[config.mk]
export PLATFORM = sky130hd
export DESIGN_NAME = seq_state_monitor
export DESIGN_NICKNAME = d
export VERILOG_FILES = /design/src/rtl/seq_state_monitor.sv
export SDC_FILE = /design/constraint.sdc
export NUM_CORES = 1
export LEC_CHECK = 0
export CORE_MARGIN = 4
export CORE_UTILIZATION = 45
export CTS_BUF_LIST = sky130_fd_sc_hd__clkbuf_2
export DETAILED_ROUTE_END_ITERATION = 8
export PLACE_DENSITY = 0.76
export SLEW_MARGIN = 25
export SYNTH_ARGS = -nofsm -noshare
export SYNTH_HDL_FRONTEND = slang
export SYNTH_SLANG_ARGS = --single-unit
[constraint.sdc]
create_clock -name CLK -period 3.75 [get_ports CLK]
set_input_delay 0.75 -clock CLK [delete_from_list [all_inputs] [get_ports CLK]]
set_output_delay 0.75 -clock CLK [all_outputs]
set_load 0.02 [all_outputs]
[src/rtl/seq_state_monitor.sv]
// seq_state_monitor: samples the control sequencer's one-hot strobes S0..S5, checks the
// S0->S1->..->S5->S0 lap and reports the state index, step/wrap pulses, lap count and a sticky fault.
module seq_state_monitor #(
  parameter int MAX_HOLD = 16,
  parameter int CYC_W    = 8
) (
  input  logic             CLK,
  input  logic             RESET_N,
  input  logic             CLR,
  input  logic             S0,
  input  logic             S1,
  input  logic             S2,
  input  logic             S3,
  input  logic             S4,
  input  logic             S5,
  output logic [2:0]       STATE,
  output logic             VALID,
  output logic             STEP,
  output logic             WRAP,
  output logic [CYC_W-1:0] CYCLES,
  output logic             ERR,
  output logic [1:0]       ERR_CODE
);

  // A zero MAX_HOLD would give a zero-width counter; keep one bit that never counts.
  localparam int HOLD_W = (MAX_HOLD > 0) ? $clog2(MAX_HOLD + 1) : 1;
  localparam logic [HOLD_W-1:0] HOLD_MAX = HOLD_W'(MAX_HOLD);
  localparam logic [HOLD_W-1:0] HOLD_ONE = HOLD_W'(1);

  localparam logic [1:0] CODE_ONEHOT = 2'd1;
  localparam logic [1:0] CODE_ORDER  = 2'd2;
  localparam logic [1:0] CODE_HOLD   = 2'd3;
  localparam logic [2:0] LAST_IDX    = 3'd5;

  typedef enum logic [1:0] {IDLE, TRACK, FAULT} fsm_e;

  typedef struct packed {
    logic [2:0]       state;
    logic             valid;
    logic             step;
    logic             wrap;
    logic [CYC_W-1:0] cycles;
    logic             err;
    logic [1:0]       code;
  } out_t;

  fsm_e              fsm_q, fsm_d;
  logic [5:0]        s_q;
  logic [HOLD_W-1:0] hold_q, hold_d;
  out_t              out_q, out_d;

  logic       onehot;
  logic [5:0] cur_oh, nxt_oh;
  logic [2:0] nxt_idx;
  logic       flt;
  logic [1:0] flt_code;

  assign onehot  = (s_q != 6'd0) && ((s_q & (s_q - 6'd1)) == 6'd0);
  assign nxt_idx = (out_q.state == LAST_IDX) ? 3'd0 : out_q.state + 3'd1;
  assign cur_oh  = 6'd1 << out_q.state;
  assign nxt_oh  = 6'd1 << nxt_idx;

  always_comb begin
    fsm_d      = fsm_q;
    hold_d     = hold_q;
    out_d      = out_q;
    out_d.step = 1'b0;
    out_d.wrap = 1'b0;
    flt        = 1'b0;
    flt_code   = 2'd0;
    if (CLR) begin
      fsm_d  = IDLE;
      hold_d = '0;
      out_d  = '0;
    end else begin
      case (fsm_q)
        IDLE: begin
          if (s_q == 6'b000001) begin
            fsm_d       = TRACK;
            out_d.state = 3'd0;
            out_d.valid = 1'b1;
            hold_d      = HOLD_ONE;
          end
        end
        TRACK: begin
          // Not-one-hot is tested first so it wins over an ordering fault.
          if (!onehot) begin
            flt      = 1'b1;
            flt_code = CODE_ONEHOT;
          end else if (s_q == cur_oh) begin
            if (MAX_HOLD != 0) begin
              if (hold_q == HOLD_MAX) begin
                flt      = 1'b1;
                flt_code = CODE_HOLD;
              end else begin
                hold_d = hold_q + HOLD_ONE;
              end
            end
          end else if (s_q == nxt_oh) begin
            out_d.state = nxt_idx;
            out_d.step  = 1'b1;
            hold_d      = HOLD_ONE;
            if (out_q.state == LAST_IDX) begin
              out_d.wrap   = 1'b1;
              out_d.cycles = out_q.cycles + CYC_W'(1);
            end
          end else begin
            flt      = 1'b1;
            flt_code = CODE_ORDER;
          end
        end
        FAULT: ;
        default: fsm_d = IDLE;
      endcase
      // State and lap count stay at their last legal values once faulted.
      if (flt) begin
        fsm_d       = FAULT;
        out_d.valid = 1'b0;
        out_d.err   = 1'b1;
        out_d.code  = flt_code;
      end
    end
  end

  always_ff @(posedge CLK or negedge RESET_N) begin
    if (!RESET_N) begin
      s_q    <= '0;
      fsm_q  <= IDLE;
      hold_q <= '0;
      out_q  <= '0;
    end else begin
      s_q    <= {S5, S4, S3, S2, S1, S0};
      fsm_q  <= fsm_d;
      hold_q <= hold_d;
      out_q  <= out_d;
    end
  end

  assign STATE    = out_q.state;
  assign VALID    = out_q.valid;
  assign STEP     = out_q.step;
  assign WRAP     = out_q.wrap;
  assign CYCLES   = out_q.cycles;
  assign ERR      = out_q.err;
  assign ERR_CODE = out_q.code;

endmodule

After elaboration in Yosys (flattened, before gate mapping). Index checks and enable logic that the tools add are counted.

Bits in registers: 30. Input port bits: 9. Output and inout port bits: 17. Word-level logic and storage cells: 88.

$add $sub $neg: 4. Equal/unequal tests: 16. Shift-type cells: 2. Multiplexer cells: 37. Bitwise logic cells: 1. Reduce and logical (&&, ||, !) cells: 18.

Operators with widths (count): $mux W10 (4); $mux W5 (6); $mux W17 (1); $mux W2 (8); $mux W3 (5); $reduce_and A5 Y1 (3); $eq A6 B6 Y1 (2); $ne A3 B3 Y1 const B (4); $ne A4 B4 Y1 const B (3); $shl A1 B3 Y6 const A (2); $pmux W5 S2 (1); $reduce_bool A2 Y1 (5); $mux W9 (1); $reduce_bool A3 Y1 (3); $add A8 B1 Y8 const B (1); $mux W1 (8); $and A6 B6 Y6 (1); $eq A6 B1 Y1 const B (1); $logic_not A6 Y1 (1); $pmux W3 S2 (1); $reduce_bool A6 Y1 (1); $sub A6 B1 Y6 const B (1); $add A5 B1 Y5 const B (1); $eq A5 B5 Y1 const B (1); 12 further kinds (13).

Longest topological paths before layout. Gate-level depths: netlist of the first run.

Word-level depth: 11. Depth in mapped cells: 13. Mapped depth without buffers: 10.

Worst setup path after synthesis of the first run. Ideal clock, no wire load.

Path type: flip-flop to flip-flop. Start point: register out_q, in the netlist STATE[0]. End point: register out_q, in the netlist CYCLES[6]. Data arrival time: 2.918 ns. Data required time: 3.672 ns. Path slack: 0.754 ns. Cell stages (with the launch flop): 14. Cell sequence: dfrtp_1 -> clkbuf_1 -> inv_1 -> nor2_1 -> ha_1 -> clkbuf_1 -> or2_2 -> a211oi_1 -> a211oi_1 -> a211oi_2 -> a21oi_2 -> buf_6 -> or3_1 -> a21oi_1.

Cells in the longest elaborated chain, start to end: 6. Elaborated cells between the ends (all ways): 11.

Ends and longest elaborated chain: from (decl) (line 50) `out_t out_q, out_d;`; from (signal assigned) (line 135) `out_q <= out_d;`; $add A3 B1 Y3 or $eq A3 B3 Y1 (tied branches) (line 59, 103); $mux W3 (line 59) `assign nxt_idx = (out_q.state == LAST_IDX) ? 3'd0 : out_q.state + 3'd1;`; $shl A1 B3 Y6 (line 61) `assign nxt_oh = 6'd1 << nxt_idx;`; $eq A6 B6 Y1 (line 99) `end else if (s_q == nxt_oh) begin`; $reduce_bool A2 Y1 (no line); $reduce_and A5 Y1 (no line) (*).

Mark *: on every way between the ends. The rest lies on a longest branch, timed or not. A chain may end at the register's enable or synchronous reset.

Worst setup path after layout of the first run.
Start point: register out_q, in the netlist STATE[0]. End point: register hold_q[1].

Cells in the longest elaborated chain, start to end: 6. Elaborated cells between the ends (all ways): 14.

Ends and longest elaborated chain: $add A3 B1 Y3, or another cell as far along (line 59); $mux W3 or $eq A6 B6 Y1 (tied branches) (line 59, 90); $shl A1 B3 Y6 or $mux W5 (tied branches) (line 61, 90); $eq A6 B6 Y1 or $mux W5 (tied branches) (line 99, 87); $ne A4 B4 Y1 (no line) or $pmux W5 S2 (tied branches); $reduce_and A5 Y1 (no line) or $mux W5 (tied branches); to (signal assigned) (line 134) `hold_q <= hold_d;`; to (decl) (line 49) `logic [HOLD_W-1:0] hold_q, hold_d;`.

Parallel ways exist; a longest one is shown, timed or not. The select of a mux whose other input is x is not followed.

==> results of run 1 <==
==> through the flow <==
stage	instance area, um2	setup slack, ns	power, mW
2_1_floorplan	1880	0.754	0.487
3_3_place_gp	2140	0.868	0.541
3_5_place_dp	2140	0.810	0.546
4_1_cts	2180	0.784	0.711
5_1_grt	2180	0.481	0.756
6_report	2180	0.757	0.703
==> layout make-up <==
class / count / area (um2) / share of cell area (%)
multi-input cells: 151 / 1010 / 46.5
flip-flops and latches: 30 / 751 / 34.5
clock buffers: 5 / 25.0 / 1.15
repair buffers: 27 / 265 / 12.2
well taps: 50 / 62.6 / 2.87
inverters: 12 / 45.0 / 2.07
clock inverters: 3 / 16.3 / 0.747
==> layer usage <==
metal,vias up,global-route usage (%)
li1,791,-
met1,768,21.0
met2,38,26.6
met3,7,4.96
met4,0,6.15
met5,-,0
==> state kept, by name, indices dropped and copies added, names as in the netlist <==
signal,count
ERR_CODE,2
s_q,6
ERR,1
hold_q,5
CYCLES,8
WRAP,1
STATE,3
fsm_q,2
STEP,1
VALID,1
==> power groups by stage <==
| stage | registers [mW] | clock network (mW) | logic (mW) |
|---|---|---|---|
| 3_5_place_dp | 0.367 | 0 | 0.179 |
| 2_1_floorplan | 0.368 | 0 | 0.120 |
| 6_report | 0.360 | 0.163 | 0.179 |
| 3_3_place_gp | 0.366 | 0 | 0.175 |
| 5_1_grt | 0.364 | 0.188 | 0.204 |
| 4_1_cts | 0.361 | 0.170 | 0.180 |
==> kinds of logic after synthesis <==
logic type | count (synthesis) | synth area share [%]
flops | 30 | 40.0
fa+ha+maj | 7 | 4.67
compound gates | 59 | 21.3
mux | 7 | 3.93
buf+inv | 26 | 6.07
simple gates | 75 | 22.6
xor+xnor | 3 | 1.40
==> critical path, stage by stage, from the launching register on <==
cell and delay, ns:
dfrtp_1 0.61, inv_1 0.16, nor2_1 0.13, ha_1 0.32
or2_2 0.30, a211oi_1 0.23, a211oi_1 0.09, o22ai_1 0.28
a21oi_1 0.20, nor2_1 0.22, mux2_2 0.36
==> synthesized netlist by cell type, types with 3 or more instances <==
cell type and number:
nand3_1 7, nor2b_1 4, o21ai_0 14, a211oi_1 6
nand2_1 12, nand2b_1 7, nor2_1 13, ha_1 7
o22ai_1 4, or3_1 8, nor3_1 8, a21oi_1 14
inv_1 12, mux2i_1 4, o31ai_1 3, mux2_2 3
a31oi_1 3, clkbuf_1 11, dfrtp_1 30
==> path summary, 6_finish.rpt <==
kind / end / slack [ns] / depth (start not counted)
hold reg to reg: ERR$_DFFE_PN0P_ / 0.52 / 1
setup / recovery: hold_q[1]$_DFFE_PN0P_ / 0.76 / 10
hold / removal: ERR$_DFFE_PN0P_ / 0.52 / 1
setup reg to reg: hold_q[1]$_DFFE_PN0P_ / 0.76 / 10
min in group asynchronous: CYCLES[1]$_DFFE_PN0P_ / 0.74 / 2
max in group asynchronous: hold_q[3]$_DFFE_PN0P_ / 2.73 / 2
==> flow_summary_export.csv, run 1 <==
group,metric,value,unit
power,irDropWorstVdd,0.000196,V
synth,synth_seq_cells,30,
clock_tree,postCtsSetupBuffers,0,
finish,syn_to_final_growth,16.0,%
synth,netlist.area_leader.share,40.0,%
timing,grt_setup_unrepaired,"false",
routing,met1Wirelength,1.77,mm
timing,hold_ws,0.518,ns
routing,wl_met3,206,um
synth,synth_edf_count,0,
routing,wire_per_inst,14.0,um
global_routing,grt_max_degree,31,
power,intPower,0.455,mW
placed_design,placed_cells,270,
critical_path,cp.required,4.02,ns
routing,drt_iter0_markers,86,
critical_path,cp-startpoint,"STATE[0]$_DFFE_PN0P_",
synth,ys_top_cells_by_area,"dfrtp_1 40%, ha_1 4.7%, a21oi_1 3.7%",
synth,yosys_warnings,0,
die,fp.dieArea,5270,um2
power,switchingPower,0.248,mW
flow_run,drv_cap,0,
timing,report.final.setup_viol,0,
clock_tree,cts_resized,0,
synth,synth_area,1880,um2
placed_design,gp_congestion,0.870,
critical_path,cp-start-kind,"flip-flop",
global_routing,gr-total-overflow,0,
clock_tree,clock_latency,0.38,ns
clock_tree,cts_root_buffer,"clkbuf_2",
finish,diodes,0,
power,p_comb_share,25.5,%
timing,fin_tns_setup,0,ns
synth,postSynth.asyncResetShare,100,%
synth,synth_area_per_cell,9.07,um2
routing,via_per_inst,5.77,
power,p_per_area,323,nW/um2
critical_path,end_kind,"flip-flop",
synth,ys_seq_area_share,40.0,%
clock_tree,htree_levels,2,
timing,hold_viol_final,0,
clock_tree,cts_buffer_depth,2,
power,p_leak,0.843,nW
die,die_w,72.6,um
die,placementRows,23,
finish,layout_commonest_cell,"dfrtp_1",
critical_path,r2r-start,"STATE[0]$_DFFE_PN0P_",
power,swShare,35.2,%
routing,topRoutingLayerUsed,"met4",
timing,slew_violations,0,
synth,synth.distinct_cells,49,
routing,drc,0,
timing,fin_crit_sh,79.8,%
finish,instances_no_fill,278,
die,die_h,72.6,um
synth,synth_nets,223,
worst_hold_path,hp-start,"ERR$_DFFE_PN0P_",
placed_design,dp_hpwl,2.89,mm
critical_path,worstSetupPathType,"reg2reg",
critical_path,crit_arrival,3.26,ns
routing,route.met2.wl,1.86,mm
clock_tree,clock_sinks,30,
routing,detail-route-antenna-nets,0,
global_routing,grt_pass1_vias,1528,
routing,vias,1604,
worst_hold_path,hp-class,"reg2reg",
outcome,status,"complete, no violations",
timing,min_period,2.99,ns
clock_tree,cts_tree,"built",
synth,synth.largest_area_cell,"dfrtp_1",
timing,worstMarginPinSlew,0.822,ns
timing,fin_skew,0.0153,ns
clock_tree,cts_hold_buffers,0,
finish,drive_above_1_share,8.33,%
finish,final_cell_mix,"30 x dfrtp_1, 25 x clkdlybuf4s50_1, 14 x o21ai_0, 14 x a21oi_1, 13 x nor2_1",
finish,finalNetCount,243,
die,fp.coreArea,4030,um2
power,clockPowerShare,23.2,%
finish,final_core_util,54.0,%
die,io_pins,26,
routing,drt-pass1-iter-count,7,
global_routing,grt_pass1_wl,6.89,mm
clock_tree,clkTransAtPathRegs,0.17,ns
placed_design,portBuffers,25,
timing,timing.slew.headroom,45.2,%
timing,clock.fmax,0.334,GHz
synth,syn_inst,207,
routing,wirelength,3.90,mm
power,seq_power_share,51.3,%
global_routing,grt_use_total,16.5,%
finish,fillers,387,
global_routing,antenna_found_initial,0,
die,start_util,46.6,%
clock_tree,numCtsBuffers,5,
critical_path,crit_fanout,15,
synth,ys.flop_type,"dfrtp_1",
(Power assumes the default switching activity.)
==> run 2, diff against run 1 <==
==> constraint.sdc (replaced) <==
create_clock -name CLK -period 2.8 [get_ports CLK]
set_input_delay 0.56 -clock CLK [delete_from_list [all_inputs] [get_ports CLK]]
set_output_delay 0.56 -clock CLK [all_outputs]
set_load 0.02 [all_outputs]
==> flow_summary_export.csv, run 2 (synthesis gave the netlist of run 1 again) <==
group,metric,value,unit
critical_path,cp.required,3.09,ns
die,placementRows,23,
routing,wire_per_inst,14.3,um
placed_design,placed_cells,280,
critical_path,cp-start-kind,"flip-flop",
critical_path,worstSetupPathType,"reg2reg",
global_routing,grt_max_degree,31,
timing,slew_violations,0,
placed_design,dp_hpwl,3.04,mm
global_routing,grt_pass1_wl,7.17,mm
worst_hold_path,hp-class,"reg2reg",
die,start_util,46.6,%
finish,largest_register_ffs,8,
timing,fin_crit_sh,96.1,%
worst_hold_path,hp-start,"ERR$_DFFE_PN0P_",
timing,timing.slew.headroom,70.0,%
global_routing,antenna_found_initial,0,
die,io_pins,26,
worst_hold_path,min_to,"ERR$_DFFE_PN0P_",
timing,fin_skew,0.0271,ns
outcome,status,"complete, no violations",
clock_tree,cts_buffer_depth,2,
routing,wirelength,4.15,mm
placed_design,gp_congestion,0.915,
flow_run,drv_cap,0,
finish,finalNetCount,256,
die,fp.coreArea,4030,um2
routing,drt_iter0_markers,142,
critical_path,end_kind,"flip-flop",
finish,syn_to_final_growth,23.7,%
timing,fin_tns_setup,0,ns
clock_tree,numCtsBuffers,5,
timing,min_period,2.69,ns
timing,clock.fmax,0.372,GHz
finish,diodes,0,
placed_design,portBuffers,25,
clock_tree,clkTransAtPathRegs,0.17,ns
finish,instances_no_fill,291,
routing,detail-route-antenna-nets,0,
clock_tree,htree_levels,2,
finish,final_cell_mix,"29 x dfrtp_1, 25 x clkdlybuf4s50_1, 15 x buf_4",
global_routing,gr-total-overflow,0,
global_routing,grt_use_total,17.3,%
critical_path,crit_arrival,2.98,ns
critical_path,r2r-start,"STATE[1]$_DFFE_PN0P_",
timing,report.final.setup_viol,0,
critical_path,r2r_slack,0.11,ns
power,p_leak,0.944,nW
finish,layout_commonest_cell,"dfrtp_1",
critical_path,reg2reg_to,"CYCLES[5]$_DFFE_PN0P_",
routing,drc,0,
clock_tree,clock_sinks,30,
die,die_w,72.6,um
timing,worstMarginPinSlew,0.446,ns
routing,vias,1632,
power,p_per_area,453,nW/um2
clock_tree,cts_root_buffer,"clkbuf_2",
global_routing,grt_pass1_vias,1482,
critical_path,crit_fanout,14,
routing,drt-pass1-iter-count,4,
die,fp.dieArea,5270,um2
clock_tree,cts_hold_buffers,0,
routing,via_per_inst,5.61,
power,irDropWorstVdd,0.000172,V
worst_hold_path,min_path_cells,1,
finish,drive_above_1_share,14.9,%
timing,hold_viol_final,0,
clock_tree,cts_tree,"built",
clock_tree,clock_latency,0.37,ns
die,die_h,72.6,um
critical_path,r2r_cells,11,
[run 2: how the worst max path moves through the flow]
| stage | cells after the start | start | slack (ns) | to |
|---|---|---|---|---|
| 2_1_floorplan | 12 | STATE[0]$_DFFE_PN0P_ | 0.01 | hold_q[0]$_DFFE_PN0P_ |
| 3_3_place_gp | 7 | s_q[3]$_DFF_PN0_ | 0.18 | CYCLES[3]$_DFFE_PN0P_ |
| 3_5_place_dp | 7 | s_q[3]$_DFF_PN0_ | 0.14 | CYCLES[5]$_DFFE_PN0P_ |
| 4_1_cts | 10 | STATE[1]$_DFFE_PN0P_ | 0.06 | hold_q[2]$_DFFE_PN0P_ |
| 5_1_grt | 11 | STATE[1]$_DFFE_PN0P_ | -0.07 | CYCLES[5]$_DFFE_PN0P_ |
| 6_report | 11 | STATE[1]$_DFFE_PN0P_ | 0.11 | CYCLES[5]$_DFFE_PN0P_ |
[run 2: layout make-up]
type	count	area (um2)
Fill cell	377	1710
Sequential cell	30	752
Inverter	12	45.0
Tap cell	50	62.6
Multi-Input combinational cell	151	1030
Clock buffer	5	25.0
Clock inverter	3	40.0
Timing Repair Buffer	40	363
[run 2: routing by layer]
metal	routed length [um]	share of wire (%)	GRT usage, %	vias to the layer above
met3	159	3.8	3.86	6
met5	0	0	0	-
met1	1880	45	23.9	778
met2	2060	50	27.3	34
met4	44	1.1	4.71	0
li1	-	-	-	814
[run 2: per-stage QoR]
step	total power [mW]	area [um2]	hold WS, ns	worst slack, ns	util, %
after global placement	0.737	2210	0.484	0.178	54.9
after detailed placement	0.744	2210	0.483	0.136	54.9
after global routing	1.12	2320	0.540	-0.0709	57.6
after CTS	1.06	2280	0.518	0.0631	56.5
final	1.05	2320	0.514	0.110	57.6
after floorplan	0.653	1880	0.264	0.0144	-
[run 2: worst max-delay path, stage by stage, from the launching register on]
cell and delay [ns]:
dfrtp_1 0.41, inv_1 0.11, nor2_1 0.06, ha_2 0.32
or2_2 0.28, a211oi_1 0.23, a211oi_1 0.10, a211oi_2 0.29
buf_4 0.19, a21oi_4 0.10, or3_1 0.36, a21oi_1 0.17
[run 2: power breakdown]
part           internal, mW  switching [mW]
clock network         0.148           0.160
logic                 0.108           0.156
registers             0.457          0.0218
total                 0.713           0.339
[run 2: what timing repair did]
item                       CTS  global route
setup endpoints to repair    0            14
setup buffers                0             3
resized for setup            0             5
